<file path="config.mk">
export PLATFORM = sky130hd
export DESIGN_NAME = traffic_controller_flat
export DESIGN_NICKNAME = d
export VERILOG_FILES = /design/src/rtl/traffic_pkg.sv /design/src/rtl/traffic_controller_if.sv /design/src/rtl/traffic_controller_phase_timer.sv /design/src/rtl/traffic_controller.sv /design/src/flat_wrapper.sv
export SDC_FILE = /design/constraint.sdc
export NUM_CORES = 1
export LEC_CHECK = 0
export BUFFER_PORTS_ARGS = -buffer_cell sky130_fd_sc_hd__buf_2
export CAP_MARGIN = 20
export CORE_AREA = 2 2 39 41
export DETAILED_ROUTE_END_ITERATION = 16
export DIE_AREA = 0 0 41 43
export GPL_TIMING_DRIVEN = 0
export MAX_ROUTING_LAYER = met4
export PLACE_DENSITY = 0.76
export SYNTH_ARGS = -nofsm -noshare
export SYNTH_HDL_FRONTEND = slang
export SYNTH_SLANG_ARGS = --single-unit
</file>
<file path="constraint.sdc">
create_clock -name clk -period 2.84 [get_ports clk]
set_input_delay 0 -clock clk [delete_from_list [all_inputs] [get_ports clk]]
set_output_delay 0 -clock clk [all_outputs]
set_load 0.01 [all_outputs]
</file>
<file path="src/rtl/traffic_pkg.sv">
// Shared types and constants for the two-road intersection light controller.
// Lamp triples are packed {red, yellow, green}.
package traffic_pkg;

   typedef enum logic [1:0] {
      S_NSG = 2'd0,
      S_NSY = 2'd1,
      S_EWG = 2'd2,
      S_EWY = 2'd3
   } state_t;

   localparam int unsigned NS_GREEN_TIME_DEF = 32;
   localparam int unsigned EW_GREEN_TIME_DEF = 16;
   localparam int unsigned YELLOW_TIME_DEF   = 4;

   localparam logic [2:0] LAMP_RED    = 3'b100;
   localparam logic [2:0] LAMP_YELLOW = 3'b010;
   localparam logic [2:0] LAMP_GREEN  = 3'b001;

   typedef struct packed {
      logic [2:0] ns;
      logic [2:0] ew;
   } lamps_t;

   function automatic lamps_t lamps_for(state_t s);
      lamps_t l;
      case (s)
         S_NSG:   begin l.ns = LAMP_GREEN;  l.ew = LAMP_RED;    end
         S_NSY:   begin l.ns = LAMP_YELLOW; l.ew = LAMP_RED;    end
         S_EWG:   begin l.ns = LAMP_RED;    l.ew = LAMP_GREEN;  end
         S_EWY:   begin l.ns = LAMP_RED;    l.ew = LAMP_YELLOW; end
         default: begin l.ns = LAMP_GREEN;  l.ew = LAMP_RED;    end
      endcase
      return l;
   endfunction

   function automatic int unsigned max3(int unsigned a, int unsigned b, int unsigned c);
      int unsigned m;
      m = (a > b) ? a : b;
      return (m > c) ? m : c;
   endfunction

endpackage

</file>
<file path="src/rtl/traffic_controller_if.sv">
// Sensor/lamp bundle between the intersection controller and its environment.
// master = sensor/lamp-driver side, slave = controller.
interface traffic_controller_if;

   logic NS_VEHICLE_DETECT;
   logic EW_VEHICLE_DETECT;
   logic NS_RED;
   logic NS_YELLOW;
   logic NS_GREEN;
   logic EW_RED;
   logic EW_YELLOW;
   logic EW_GREEN;

   modport master (
      output NS_VEHICLE_DETECT, EW_VEHICLE_DETECT,
      input  NS_RED, NS_YELLOW, NS_GREEN, EW_RED, EW_YELLOW, EW_GREEN
   );

   modport slave (
      input  NS_VEHICLE_DETECT, EW_VEHICLE_DETECT,
      output NS_RED, NS_YELLOW, NS_GREEN, EW_RED, EW_YELLOW, EW_GREEN
   );

endinterface

</file>
<file path="src/rtl/traffic_controller_phase_timer.sv">
// Phase timer: clearable, saturating up-counter; expired when cnt reaches dur-1.
// dur is one bit wider than cnt so the full duration value is representable.
module phase_timer #(
   parameter int unsigned CNT_W = 5
) (
   input  logic             clk,
   input  logic             clear,
   input  logic             enable,
   input  logic [CNT_W:0]   dur,
   output logic             expired
);

   logic [CNT_W-1:0] cnt;
   logic [CNT_W:0]   last;

   assign last    = dur - 1'b1;
   assign expired = ({1'b0, cnt} == last);

   always_ff @(posedge clk) begin
      if (clear) begin
         cnt <= '0;
      end else if (enable && !expired) begin
         cnt <= cnt + 1'b1;
      end
   end

endmodule

</file>
<file path="src/rtl/traffic_controller.sv">
// Two-road intersection controller: NS main road (default green), EW side road.
// Moore FSM with registered lamp outputs and a shared phase timer.
module traffic_controller
   import traffic_pkg::*;
#(
   parameter int unsigned NS_GREEN_TIME = NS_GREEN_TIME_DEF,
   parameter int unsigned EW_GREEN_TIME = EW_GREEN_TIME_DEF,
   parameter int unsigned YELLOW_TIME   = YELLOW_TIME_DEF
) (
   input  logic                  clk,
   input  logic                  rst,
   traffic_controller_if.slave   bus
);

   localparam int unsigned MAX_TIME = max3(NS_GREEN_TIME, EW_GREEN_TIME, YELLOW_TIME);
   localparam int unsigned CNT_W    = (MAX_TIME > 1) ? $clog2(MAX_TIME) : 1;

   localparam logic [CNT_W:0] NS_DUR = NS_GREEN_TIME[CNT_W:0];
   localparam logic [CNT_W:0] EW_DUR = EW_GREEN_TIME[CNT_W:0];
   localparam logic [CNT_W:0] Y_DUR  = YELLOW_TIME[CNT_W:0];

   state_t         state;
   state_t         next_state;
   logic           advance;
   logic           expired;
   logic [CNT_W:0] dur;
   lamps_t         lamps_q;

   // The timer must clear on the same edge the state moves, so the
   // transition decision is combinational and shared with the timer.
   always_comb begin
      next_state = state;
      advance    = 1'b0;
      dur        = NS_DUR;
      case (state)
         S_NSG: begin
            dur = NS_DUR;
            if (expired && bus.EW_VEHICLE_DETECT) begin
               next_state = S_NSY;
               advance    = 1'b1;
            end
         end
         S_NSY: begin
            dur = Y_DUR;
            if (expired) begin
               next_state = S_EWG;
               advance    = 1'b1;
            end
         end
         S_EWG: begin
            dur = EW_DUR;
            if (expired && (bus.NS_VEHICLE_DETECT || !bus.EW_VEHICLE_DETECT)) begin
               next_state = S_EWY;
               advance    = 1'b1;
            end
         end
         S_EWY: begin
            dur = Y_DUR;
            if (expired) begin
               next_state = S_NSG;
               advance    = 1'b1;
            end
         end
         default: begin
            next_state = S_NSG;
            advance    = 1'b1;
         end
      endcase
   end

   phase_timer #(
      .CNT_W (CNT_W)
   ) u_timer (
      .clk     (clk),
      .clear   (rst || advance),
      .enable  (1'b1),
      .dur     (dur),
      .expired (expired)
   );

   always_ff @(posedge clk) begin
      if (rst) begin
         state   <= S_NSG;
         lamps_q <= lamps_for(S_NSG);
      end else begin
         state   <= next_state;
         lamps_q <= lamps_for(next_state);
      end
   end

   assign bus.NS_RED    = lamps_q.ns[2];
   assign bus.NS_YELLOW = lamps_q.ns[1];
   assign bus.NS_GREEN  = lamps_q.ns[0];
   assign bus.EW_RED    = lamps_q.ew[2];
   assign bus.EW_YELLOW = lamps_q.ew[1];
   assign bus.EW_GREEN  = lamps_q.ew[0];

endmodule

</file>
<file path="src/flat_wrapper.sv">
// flat-port wrapper written by rule: the top's interface ports become plain ports
module traffic_controller_flat import traffic_pkg::*;
#(
   parameter int unsigned NS_GREEN_TIME = NS_GREEN_TIME_DEF,
   parameter int unsigned EW_GREEN_TIME = EW_GREEN_TIME_DEF,
   parameter int unsigned YELLOW_TIME   = YELLOW_TIME_DEF
)
  (clk, rst, bus_NS_VEHICLE_DETECT, bus_EW_VEHICLE_DETECT, bus_NS_RED, bus_NS_YELLOW, bus_NS_GREEN, bus_EW_RED, bus_EW_YELLOW, bus_EW_GREEN);
  traffic_controller_if bus_i ();
  input  logic clk;
  input  logic rst;
  input wire logic [$bits(bus_i.NS_VEHICLE_DETECT)-1:0] bus_NS_VEHICLE_DETECT;
  input wire logic [$bits(bus_i.EW_VEHICLE_DETECT)-1:0] bus_EW_VEHICLE_DETECT;
  output wire logic [$bits(bus_i.NS_RED)-1:0] bus_NS_RED;
  output wire logic [$bits(bus_i.NS_YELLOW)-1:0] bus_NS_YELLOW;
  output wire logic [$bits(bus_i.NS_GREEN)-1:0] bus_NS_GREEN;
  output wire logic [$bits(bus_i.EW_RED)-1:0] bus_EW_RED;
  output wire logic [$bits(bus_i.EW_YELLOW)-1:0] bus_EW_YELLOW;
  output wire logic [$bits(bus_i.EW_GREEN)-1:0] bus_EW_GREEN;
  assign bus_i.NS_VEHICLE_DETECT = bus_NS_VEHICLE_DETECT;
  assign bus_i.EW_VEHICLE_DETECT = bus_EW_VEHICLE_DETECT;
  assign bus_NS_RED = bus_i.NS_RED;
  assign bus_NS_YELLOW = bus_i.NS_YELLOW;
  assign bus_NS_GREEN = bus_i.NS_GREEN;
  assign bus_EW_RED = bus_i.EW_RED;
  assign bus_EW_YELLOW = bus_i.EW_YELLOW;
  assign bus_EW_GREEN = bus_i.EW_GREEN;
  traffic_controller #(.NS_GREEN_TIME(NS_GREEN_TIME), .EW_GREEN_TIME(EW_GREEN_TIME), .YELLOW_TIME(YELLOW_TIME)) u_core (.clk(clk), .rst(rst), .bus(bus_i));
endmodule
</file>
==> results.py <==
metrics = {
    "floorplan": {
        "initial_core_util": 0.4665,
        "coreArea_um2": 1384,
        "die_area_um2": 1763,
        "io_pins": 10,
        "die_y_um": 43,
        "rows": 14,
        "die-width_um": 41,
    },
    "grt": {
        "grt_pass1_wl_um": 1738,
        "grt_max_degree": 11,
        "antenna_found_initial": 0,
        "grtUsageTotal": 0.1531,
        "overflow": 0,
        "grt_pass1_vias": 434,
    },
    "power": {
        "power.leakage_nw": 0.2825,
        "vdd_drop_max_v": 0.0002118,
        "power_density_nw_per_um2": 437.5,
    },
    "detailed_routing": {
        "ant_nets": 0,
        "drt_iter0_drc": 20,
        "post_drt_wl_per_cell_um": 11.45,
        "firstDrtPassIters": 4,
        "via_per_inst": 5.347,
        "via_count": 508,
        "routed_wirelength_um": 1088,
        "drc_errors": 0,
    },
    "cts": {
        "cts.sinks": 13,
        "postCtsSetupBuffers": 0,
        "clock_tree.buffer_depth": 2,
        "clk_pin_slew_ns": 0.08,
        "hold_buffers": 1,
        "cts_repair_resize_count": 0,
        "cts_buffers": 3,
        "cts_tree": "done",
        "htreeDepth": 1,
        "clk_latency_ns": 0.28,
        "ctsRootBufferMaster": "clkbuf_4",
    },
    "final_layout": {
        "mostFrequentLayoutCell": "dfxtp_1",
        "num_antenna_cells": 0,
        "fin_cells": 95,
        "area_delta_synth_final_pct": 15.70,
        "most-common-layout-cells": "dfxtp_1, buf_2, a21oi_1",
        "nFillCells": 122,
        "layout.nets": 85,
        "drive_gt1_frac": 0.2785,
    },
    "place": {
        "portBuffers": 9,
        "gp_congestion": 0.7485,
        "place_inst": 90,
        "hpwl_um": 789.3,
    },
    "worst_setup_path": {
        "start_kind": "flip-flop",
        "worstPathRequired_ns": 3.01,
        "worstSetupEndpointType": "flip-flop",
        "cp_max_fo": 7,
        "critPathKind": "flip-flop to flip-flop",
        "crit_arrival_ns": 1.72,
    },
    "yosys": {
        "yosys.area.top_type_share": 0.4031,
        "syn_area_per_cell_um2": 9.933,
        "synth_cell_types": 30,
        "yosysSeqAreaShare": 0.4031,
        "syn-cell-area_um2": 645.6,
        "synth_top_area_cell": "dfxtp_1",
        "ys_seq_elements": 13,
        "synth.net_count": 70,
        "syn-instance-count": 65,
        "synth.area.top_cells": "dfxtp_1, a21oi_1, nand3_1",
        "ys_warn_count": 0,
    },
    "timing": {
        "setup_viol": 0,
        "fin_worst_skew_ns": 0.003666,
        "finalSetupTns_ns": 0,
        "fmax_mhz": 645.1,
        "worstMarginPinSlew_ns": 0.4202,
        "post-route-min-period_ns": 1.550,
        "finalCritPeriodShare": 0.5458,
        "rsz0062_at_grt": "no",
        "hold_viol": 0,
        "maxSlewHeadroom": 0.7174,
        "drv_slew": 0,
    },
    "worst_hold_path": {
        "hold_class": "input pin to flip-flop",
    },
    "flow_run": {
        "maxCapViolCount": 0,
    },
    "run_status": {
        "status": "complete, no violations",
    },
}
final timing paths:
check,startpoint,end,slack [ns],cells past startpoint
setup / recovery,u_core.u_timer.cnt[2]$_SDFFE_PP0N_,u_core.bus.EW_GREEN$_SDFF_PP0_,1.29,4
hold / removal,bus_NS_VEHICLE_DETECT,u_core.bus.EW_GREEN$_SDFF_PP0_,0.30,5
setup reg to reg,u_core.u_timer.cnt[2]$_SDFFE_PP0N_,u_core.bus.EW_GREEN$_SDFF_PP0_,1.29,4
hold reg to reg,u_core.u_timer.cnt[1]$_SDFFE_PP0N_,u_core.u_timer.cnt[1]$_SDFFE_PP0N_,0.52,2
flip-flops by register name (all words and copies together) (netlist names):
signal / cells
u_core.bus.EW_GREEN: 1
u_core.bus.EW_RED: 1
u_core.bus.EW_YELLOW: 1
u_core.bus.NS_GREEN: 1
u_core.bus.NS_RED: 1
u_core.bus.NS_YELLOW: 1
u_core.state: 2
u_core.u_timer.cnt: 5
cells in the mapped netlist:
cell and instances:
dfxtp_1 13, a21oi_1 8, nand3_1 5, inv_1 4
and2_1 3, nor2_1 3, and3_1 2, buf_6 2
o21a_1 2, o21ai_0 2, o22ai_1 2, a21boi_0 1
a311oi_1 1, a31oi_1 1, a41oi_2 1, and4bb_2 1
ha_1 1, nand2_1 1, nand3b_1 1, nor3_2 1
nor3b_1 1, nor3b_2 1, nor4_1 1, nor4b_4 1
o31ai_4 1, or2_0 1, or2b_1 1, or3_2 1
xor2_1 1, xor2_2 1
cells by family after synthesis:
family	after synthesis	synth area share
buf+inv	6	0.05813
fa+ha+maj	1	0.01938
xor+xnor	2	0.03877
simple gates	24	0.2674
flops	13	0.4031
compound gates	19	0.2132
critical path: stages (launching register included):
cell	delay, ns
dfxtp_1	0.40
nor4b_4	0.39
a21boi_0	0.23
or2_0	0.26
nor3b_1	0.14
power by group:
| group | internal (mW) | total [mW] | switching, mW |
|---|---|---|---|
| logic | 0.00976 | 0.0193 | 0.00949 |
| registers | 0.186 | 0.191 | 0.00474 |
| clock network | 0.0546 | 0.117 | 0.0624 |
| total | 0.250 | 0.327 | 0.0766 |
routing by layer:
| metal | GRT usage | wire length, um | share of wire | up-vias |
|---|---|---|---|---|
| met5 | - | 0 | 0 | - |
| met4 | 0.1000 | 33 | 0.030 | 0 |
| met3 | 0.04712 | 35 | 0.032 | 5 |
| met2 | 0.2094 | 474 | 0.44 | 7 |
| met1 | 0.1863 | 545 | 0.50 | 232 |
| li1 | - | - | - | 264 |
area by class of cell:
type,count,area [um^2],area share
clock buffer,4,26.28,0.03518
sequential,13,260.3,0.3484
buffer,2,22.52,0.03015
tap,16,20.02,0.02680
timing repair buffer,10,55.05,0.07370
inverter,4,15.01,0.02010
multi-input combinational,46,347.8,0.4657
through the flow:
step	cell area [um^2]	hold WS, ns	power [mW]	setup WS, ns	utilization
after floorplan	645.6	0.07615	0.2075	1.417	-
after global placement	710.7	0.2151	0.2125	1.329	0.5136
after detailed placement	710.7	0.2226	0.2128	1.322	0.5136
after CTS	747.0	0.3093	0.3286	1.278	0.5398
after global routing	747.0	0.3642	0.3420	1.202	0.5398
final	747.0	0.3044	0.3268	1.290	0.5398
No activity file was read; power rests on OpenSTA's default activity.
